$ cat src/rtl/regfile_dump_if.sv
// Word stream from the register-file dumper to its consumer.
// A word transfers on a rising clk edge where dump_valid && dump_ready. While dump_valid
// is high, dump_idx and dump_data hold steady until that transfer. dump_valid does not
// depend on dump_ready.
interface regfile_dump_if;
  logic        dump_valid;
  logic        dump_ready;
  logic [4:0]  dump_idx;
  logic [31:0] dump_data;

  modport master (output dump_valid, output dump_idx, output dump_data, input dump_ready);
  modport slave  (input dump_valid, input dump_idx, input dump_data, output dump_ready);
endinterface

$ cat src/rtl/regfile_dump.sv
// Walks a (possibly wrapping) index range of a 32-entry register file and streams each
// register out as an (index, data) word, folding accepted words into an XOR checksum.
module regfile_dump #(
  parameter bit SKIP_X0 = 1'b0
) (
  input  logic             clk,
  input  logic             rst,
  input  logic             start,
  input  logic [4:0]       first_idx,
  input  logic [4:0]       last_idx,
  output logic [4:0]       ra,
  input  logic [31:0]      rd,
  regfile_dump_if.master   dump,
  output logic             busy,
  output logic             done,
  output logic [31:0]      checksum,
  output logic [1:0]       dbg_state
);

  typedef enum logic [1:0] {IDLE = 2'd0, LOAD = 2'd1, SEND = 2'd2, DONE = 2'd3} state_t;

  state_t      state_q, state_d;
  logic [4:0]  idx_q, idx_d;
  logic [4:0]  last_q, last_d;
  logic        valid_q, valid_d;
  logic [4:0]  didx_q, didx_d;
  logic [31:0] ddata_q, ddata_d;
  logic [31:0] csum_q, csum_d;

  always_ff @(posedge clk or posedge rst) begin
    if (rst) begin
      state_q <= IDLE;
      idx_q   <= '0;
      last_q  <= '0;
      valid_q <= 1'b0;
      didx_q  <= '0;
      ddata_q <= '0;
      csum_q  <= '0;
    end else begin
      state_q <= state_d;
      idx_q   <= idx_d;
      last_q  <= last_d;
      valid_q <= valid_d;
      didx_q  <= didx_d;
      ddata_q <= ddata_d;
      csum_q  <= csum_d;
    end
  end

  always_comb begin
    state_d = state_q;
    idx_d   = idx_q;
    last_d  = last_q;
    valid_d = valid_q;
    didx_d  = didx_q;
    ddata_d = ddata_q;
    csum_d  = csum_q;
    case (state_q)
      IDLE: begin
        if (start) begin
          idx_d   = first_idx;
          last_d  = last_idx;
          csum_d  = '0;
          state_d = LOAD;
        end
      end
      LOAD: begin
        // Skipped x0 still consumes its slot in the range, so wrap/termination is unchanged.
        if (SKIP_X0 && (idx_q == 5'd0)) begin
          if (idx_q == last_q) state_d = DONE;
          else                 idx_d   = idx_q + 5'd1;
        end else begin
          ddata_d = rd;
          didx_d  = idx_q;
          valid_d = 1'b1;
          state_d = SEND;
        end
      end
      SEND: begin
        if (valid_q && dump.dump_ready) begin
          csum_d  = csum_q ^ ddata_q;
          valid_d = 1'b0;
          if (idx_q == last_q) begin
            state_d = DONE;
          end else begin
            idx_d   = idx_q + 5'd1;
            state_d = LOAD;
          end
        end
      end
      DONE: state_d = IDLE;
      default: state_d = IDLE;
    endcase
  end

  // The read port is only addressed while a word is being captured.
  assign ra             = (state_q == LOAD) ? idx_q : 5'd0;
  assign dump.dump_valid = valid_q;
  assign dump.dump_idx   = didx_q;
  assign dump.dump_data  = ddata_q;
  assign busy           = (state_q != IDLE);
  assign done           = (state_q == DONE);
  assign checksum       = csum_q;
  assign dbg_state      = state_q;

endmodule

$ cat src/flat_wrapper.sv
// flat-port wrapper written by rule: the top's interface ports become plain ports
module regfile_dump_flat 
#(
  parameter bit SKIP_X0 = 1'b0
)
  (clk, rst, start, first_idx, last_idx, ra, rd, busy, done, checksum, dbg_state, dump_dump_valid, dump_dump_idx, dump_dump_data, dump_dump_ready);
  regfile_dump_if dump_i ();
  input  logic clk;
  input  logic rst;
  input  logic start;
  input  logic [4:0] first_idx;
  input  logic [4:0] last_idx;
  output logic [4:0] ra;
  input  logic [31:0] rd;
  output logic busy;
  output logic done;
  output logic [31:0] checksum;
  output logic [1:0] dbg_state;
  output wire logic [$bits(dump_i.dump_valid)-1:0] dump_dump_valid;
  output wire logic [$bits(dump_i.dump_idx)-1:0] dump_dump_idx;
  output wire logic [$bits(dump_i.dump_data)-1:0] dump_dump_data;
  input wire logic [$bits(dump_i.dump_ready)-1:0] dump_dump_ready;
  assign dump_dump_valid = dump_i.dump_valid;
  assign dump_dump_idx = dump_i.dump_idx;
  assign dump_dump_data = dump_i.dump_data;
  assign dump_i.dump_ready = dump_dump_ready;
  regfile_dump #(.SKIP_X0(SKIP_X0)) u_core (.clk(clk), .rst(rst), .start(start), .first_idx(first_idx), .last_idx(last_idx), .ra(ra), .rd(rd), .dump(dump_i), .busy(busy), .done(done), .checksum(checksum), .dbg_state(dbg_state));
endmodule
$ cat config.mk
export PLATFORM = sky130hd
export DESIGN_NAME = regfile_dump_flat
export DESIGN_NICKNAME = d
export VERILOG_FILES = /design/src/rtl/regfile_dump_if.sv /design/src/rtl/regfile_dump.sv /design/src/flat_wrapper.sv
export SDC_FILE = /design/constraint.sdc
export NUM_CORES = 1
export LEC_CHECK = 0
export BUFFER_PORTS_ARGS = -buffer_cell sky130_fd_sc_hd__buf_2
export CAP_MARGIN = 30
export CORE_UTILIZATION = 50
export DETAILED_ROUTE_END_ITERATION = 7
export PLACE_DENSITY = 0.82
export SLEW_MARGIN = 10
export SYNTH_ARGS = -nofsm -noshare
export SYNTH_HDL_FRONTEND = slang
export SYNTH_SLANG_ARGS = --single-unit
$ cat constraint.sdc
create_clock -name clk -period 2.9 [get_ports clk]
set_input_delay 0.29 -clock clk [delete_from_list [all_inputs] [get_ports clk]]
set_output_delay 0.29 -clock clk [all_outputs]
set_load 0.005 [all_outputs]
==> summary.txt <==
Run status
  – Outcome: finished, final reports clean

Final layout
  – Most common cell after layout, fill and taps aside: buf_2
  – Final Util: 65.3%
  – Most frequent cells in the layout: buf_2 (124), dfrtp_1 (82), mux2_2 (42), nand2_1 (37), xor2_1 (37)
  – Fillcell total: 580
  – Share of cells above drive strength 1: 47.5%
  – Antenna cells: 0
  – Non-Filler Instances: 515
  – Syn-to-layout area delta: 25.9%
  – Fin nets: 461

Synthesis
  – Mapped Area: 3550 um2
  – Syn Nets: 334
  – Yosys top cell area share: 57.9%
  – Yosys reg bits: 82
  – Ys Warns: 0
  – Largest area contributor in the synthesized netlist: dfrtp_1
  – Unique cell type count in the Yosys netlist: 33
  – Top post-synthesis cells by area: dfrtp_1 (58%), mux2_2 (13%), xor2_1 (9.1%)
  – Synthesized instance count: 287
  – Avg Inst Size Synth: 12.4 um2
  – Sequential fraction of the synthesis area: 57.9%

Timing
  – Clock skew: 0.0109 ns
  – Hold Fails Final Rpt: 0
  – Slew @ Worst Pin: 0.924 ns
  – Max frequency: 0.432 GHz
  – Setup_tns: 0 ns
  – RSZ-0062 raised after global routing: false
  – Final setup viols: 0
  – Final Max Tran Viols: 0
  – Final Critical Period: 2.32 ns
  – Period utilization: 79.9%
  – Max-slew headroom: 38.4%

Power
  – Worst VDD drop: 487 uV
  – Power density over the cells: 1050 nW/um2
  – Lkg Pwr: 2.25 nW

Critical path
  – WP data required: 2.61 ns
  – Reg2Reg Setup Slack: 1.02 ns
  – R2r startpoint: u_core.dbg_state[1]$_DFFE_PP0P_
  – Startpoint types: flip-flop
  – Highest net fanout along the worst path: 44
  – Crit path arrival time: 2.03 ns
  – Reg2Reg Depth: 2
  – FF-to-FF End: u_core.dump.dump_data[7]$_DFFE_PP0P_
  – Endpoint class of the critical path: output pin
  – WS Path Type: reg2out

Placement
  – Final HPWL DP: 5010 um
  – GP Congestion: 0.763
  – Placed insts: 499
  – PortBufs: 124

Global routing
  – Vias in the first global route: 2443
  – Largest net degree at the start of global routing: 45
  – GRT Util Overall: 20.8%
  – First-pass GRT wire length: 11700 um
  – Antenna violations before repair: 0
  – Gr ovfl total: 0

Die
  – Starting Density: 51.9%
  – Die Wd: 86.2 um
  – Die Y: 86.2 um
  – I/O pin count: 125
  – Core area: 6830 um2
  – Rows: 30
  – Die area: 7430 um2

Clocking
  – CTS Hold Bufs: 0
  – Post-CTS Setup Inserts: 0
  – Num CTS Buffers: 9
  – CTS root buffer: clkbuf_8
  – Clock Sinks: 82
  – H-Tree Depth: 3
  – CTS tree: done
  – Worst-path clk slew: 0.09 ns
  – CTS Buffer Depth: 2
  – Post-CTS sizing: 0
  – Clock Latency Late Sink: 0.35 ns

Detailed routing
  – Routed vias/inst: 4.91
  – Post-DRT Antenna Nets: 0
  – Routed wire length: 7240 um
  – DR iter-0 viols: 61
  – Average wire per cell in the routed design: 14.1 um
  – Drc violations: 0
  – DRT Pass-1 Iters: 4
  – Vias: 2528

Hold path
  – Worst Hold Class: in2async

Run
  – Max Cap Viol: 0
==> cell usage after synthesis <==
master	instances
dfrtp_1	82
mux2_2	42
nand2_1	37
xor2_1	37
nor2_1	34
and2_1	7
buf_2	5
buf_4	4
buf_6	4
nand3_1	4
a2bb2oi_1	3
o22ai_1	3
a211oi_1	2
a21oi_1	2
inv_1	2
nor3_4	2
a211o_2	1
a21oi_4	1
and2_2	1
and2b_2	1
and4b_1	1
clkbuf_1	1
ha_1	1
mux2_4	1
nand2b_1	1
nor2_4	1
nor2b_1	1
nor3b_1	1
nor3b_2	1
o21ai_0	1
o221a_2	1
or2_2	1
or3_1	1
==> worst max path at each step <==
stage / from / end / slack [ns] / cells after the start
after global placement: u_core.dbg_state[1]$_DFFE_PP0P_ / ra[4] / 0.95 / 3
after CTS: u_core.dbg_state[1]$_DFFE_PP0P_ / ra[0] / 0.53 / 3
after floorplan: rst / u_core.checksum[0]$_DFFE_PP0P_ / 0.50 / 1
after detailed placement: u_core.dbg_state[1]$_DFFE_PP0P_ / ra[0] / 0.92 / 3
final: u_core.dbg_state[1]$_DFFE_PP0P_ / ra[1] / 0.58 / 3
after global routing: u_core.dbg_state[1]$_DFFE_PP0P_ / ra[4] / 0.44 / 3
==> cells by family (layout without fill, tap and decap cells) <==
logic type / after synthesis / after routing / share of synthesized area (%)
AO/OA/AOI/OAI: 14 / 14 / 3.18
XOR/XNOR: 37 / 37 / 9.14
adder cells (fa/ha/maj): 1 / 1 / 0.353
buffers and inverters: 16 / 148 / 3.14
flip-flops: 82 / 82 / 57.9
multiplexers: 43 / 43 / 13.8
AND/OR/NAND/NOR: 94 / 94 / 12.6
==> sequential cells by signal, summed over array words and instances (netlist names) <==
signal / count
u_core.last_q: 5
u_core.dump.dump_valid: 1
u_core.idx_q: 5
u_core.dbg_state: 2
u_core.dump.dump_idx: 5
u_core.checksum: 32
u_core.dump.dump_data: 32
==> routing by layer <==
layer  up-vias  GRT usage (%)  part of all wire (%)
met5         -              0                     0
met4         0           9.70                   1.7
met3        10           3.71                   5.4
met2        95           34.0                    47
met1      1226           27.3                    46
li1       1197              -                     -
==> critical path: stages, from the launching register on <==
cell and delay (ns):
dfrtp_1 0.46, and2b_2 0.87, and2_1 0.23, buf_2 0.11
==> area by class of cell <==
cell class | count | area [um2] | share of cell area (%)
Timing Repair Buffer | 130 | 666 | 14.9
Clock inverter | 4 | 73.8 | 1.65
Sequential cell | 82 | 2050 | 46.0
Multi-Input combinational cell | 189 | 1390 | 31.1
Tap cell | 96 | 120 | 2.69
Clock buffer | 12 | 155 | 3.48
Inverter | 2 | 8.76 | 0.196
==> through the flow <==
step	instance area (um2)	hold WS (ns)	worst slack, ns	total power, mW
after floorplan	3550	0.442	0.502	3.16
after global placement	4240	0.421	0.953	3.71
after detailed placement	4240	0.439	0.918	3.80
after CTS	4460	0.0504	0.531	4.74
after global routing	4460	0.0901	0.437	5.00
final	4460	0.0362	0.583	4.69
==> power breakdown <==
group	switching (mW)	internal, mW	leakage [nW]
Sequential	0.367	1.59	1.02
Combinational	0.842	0.957	1.11
Clock	0.396	0.533	0.117
Total	1.60	3.08	2.25
(Power assumes the default switching activity.)
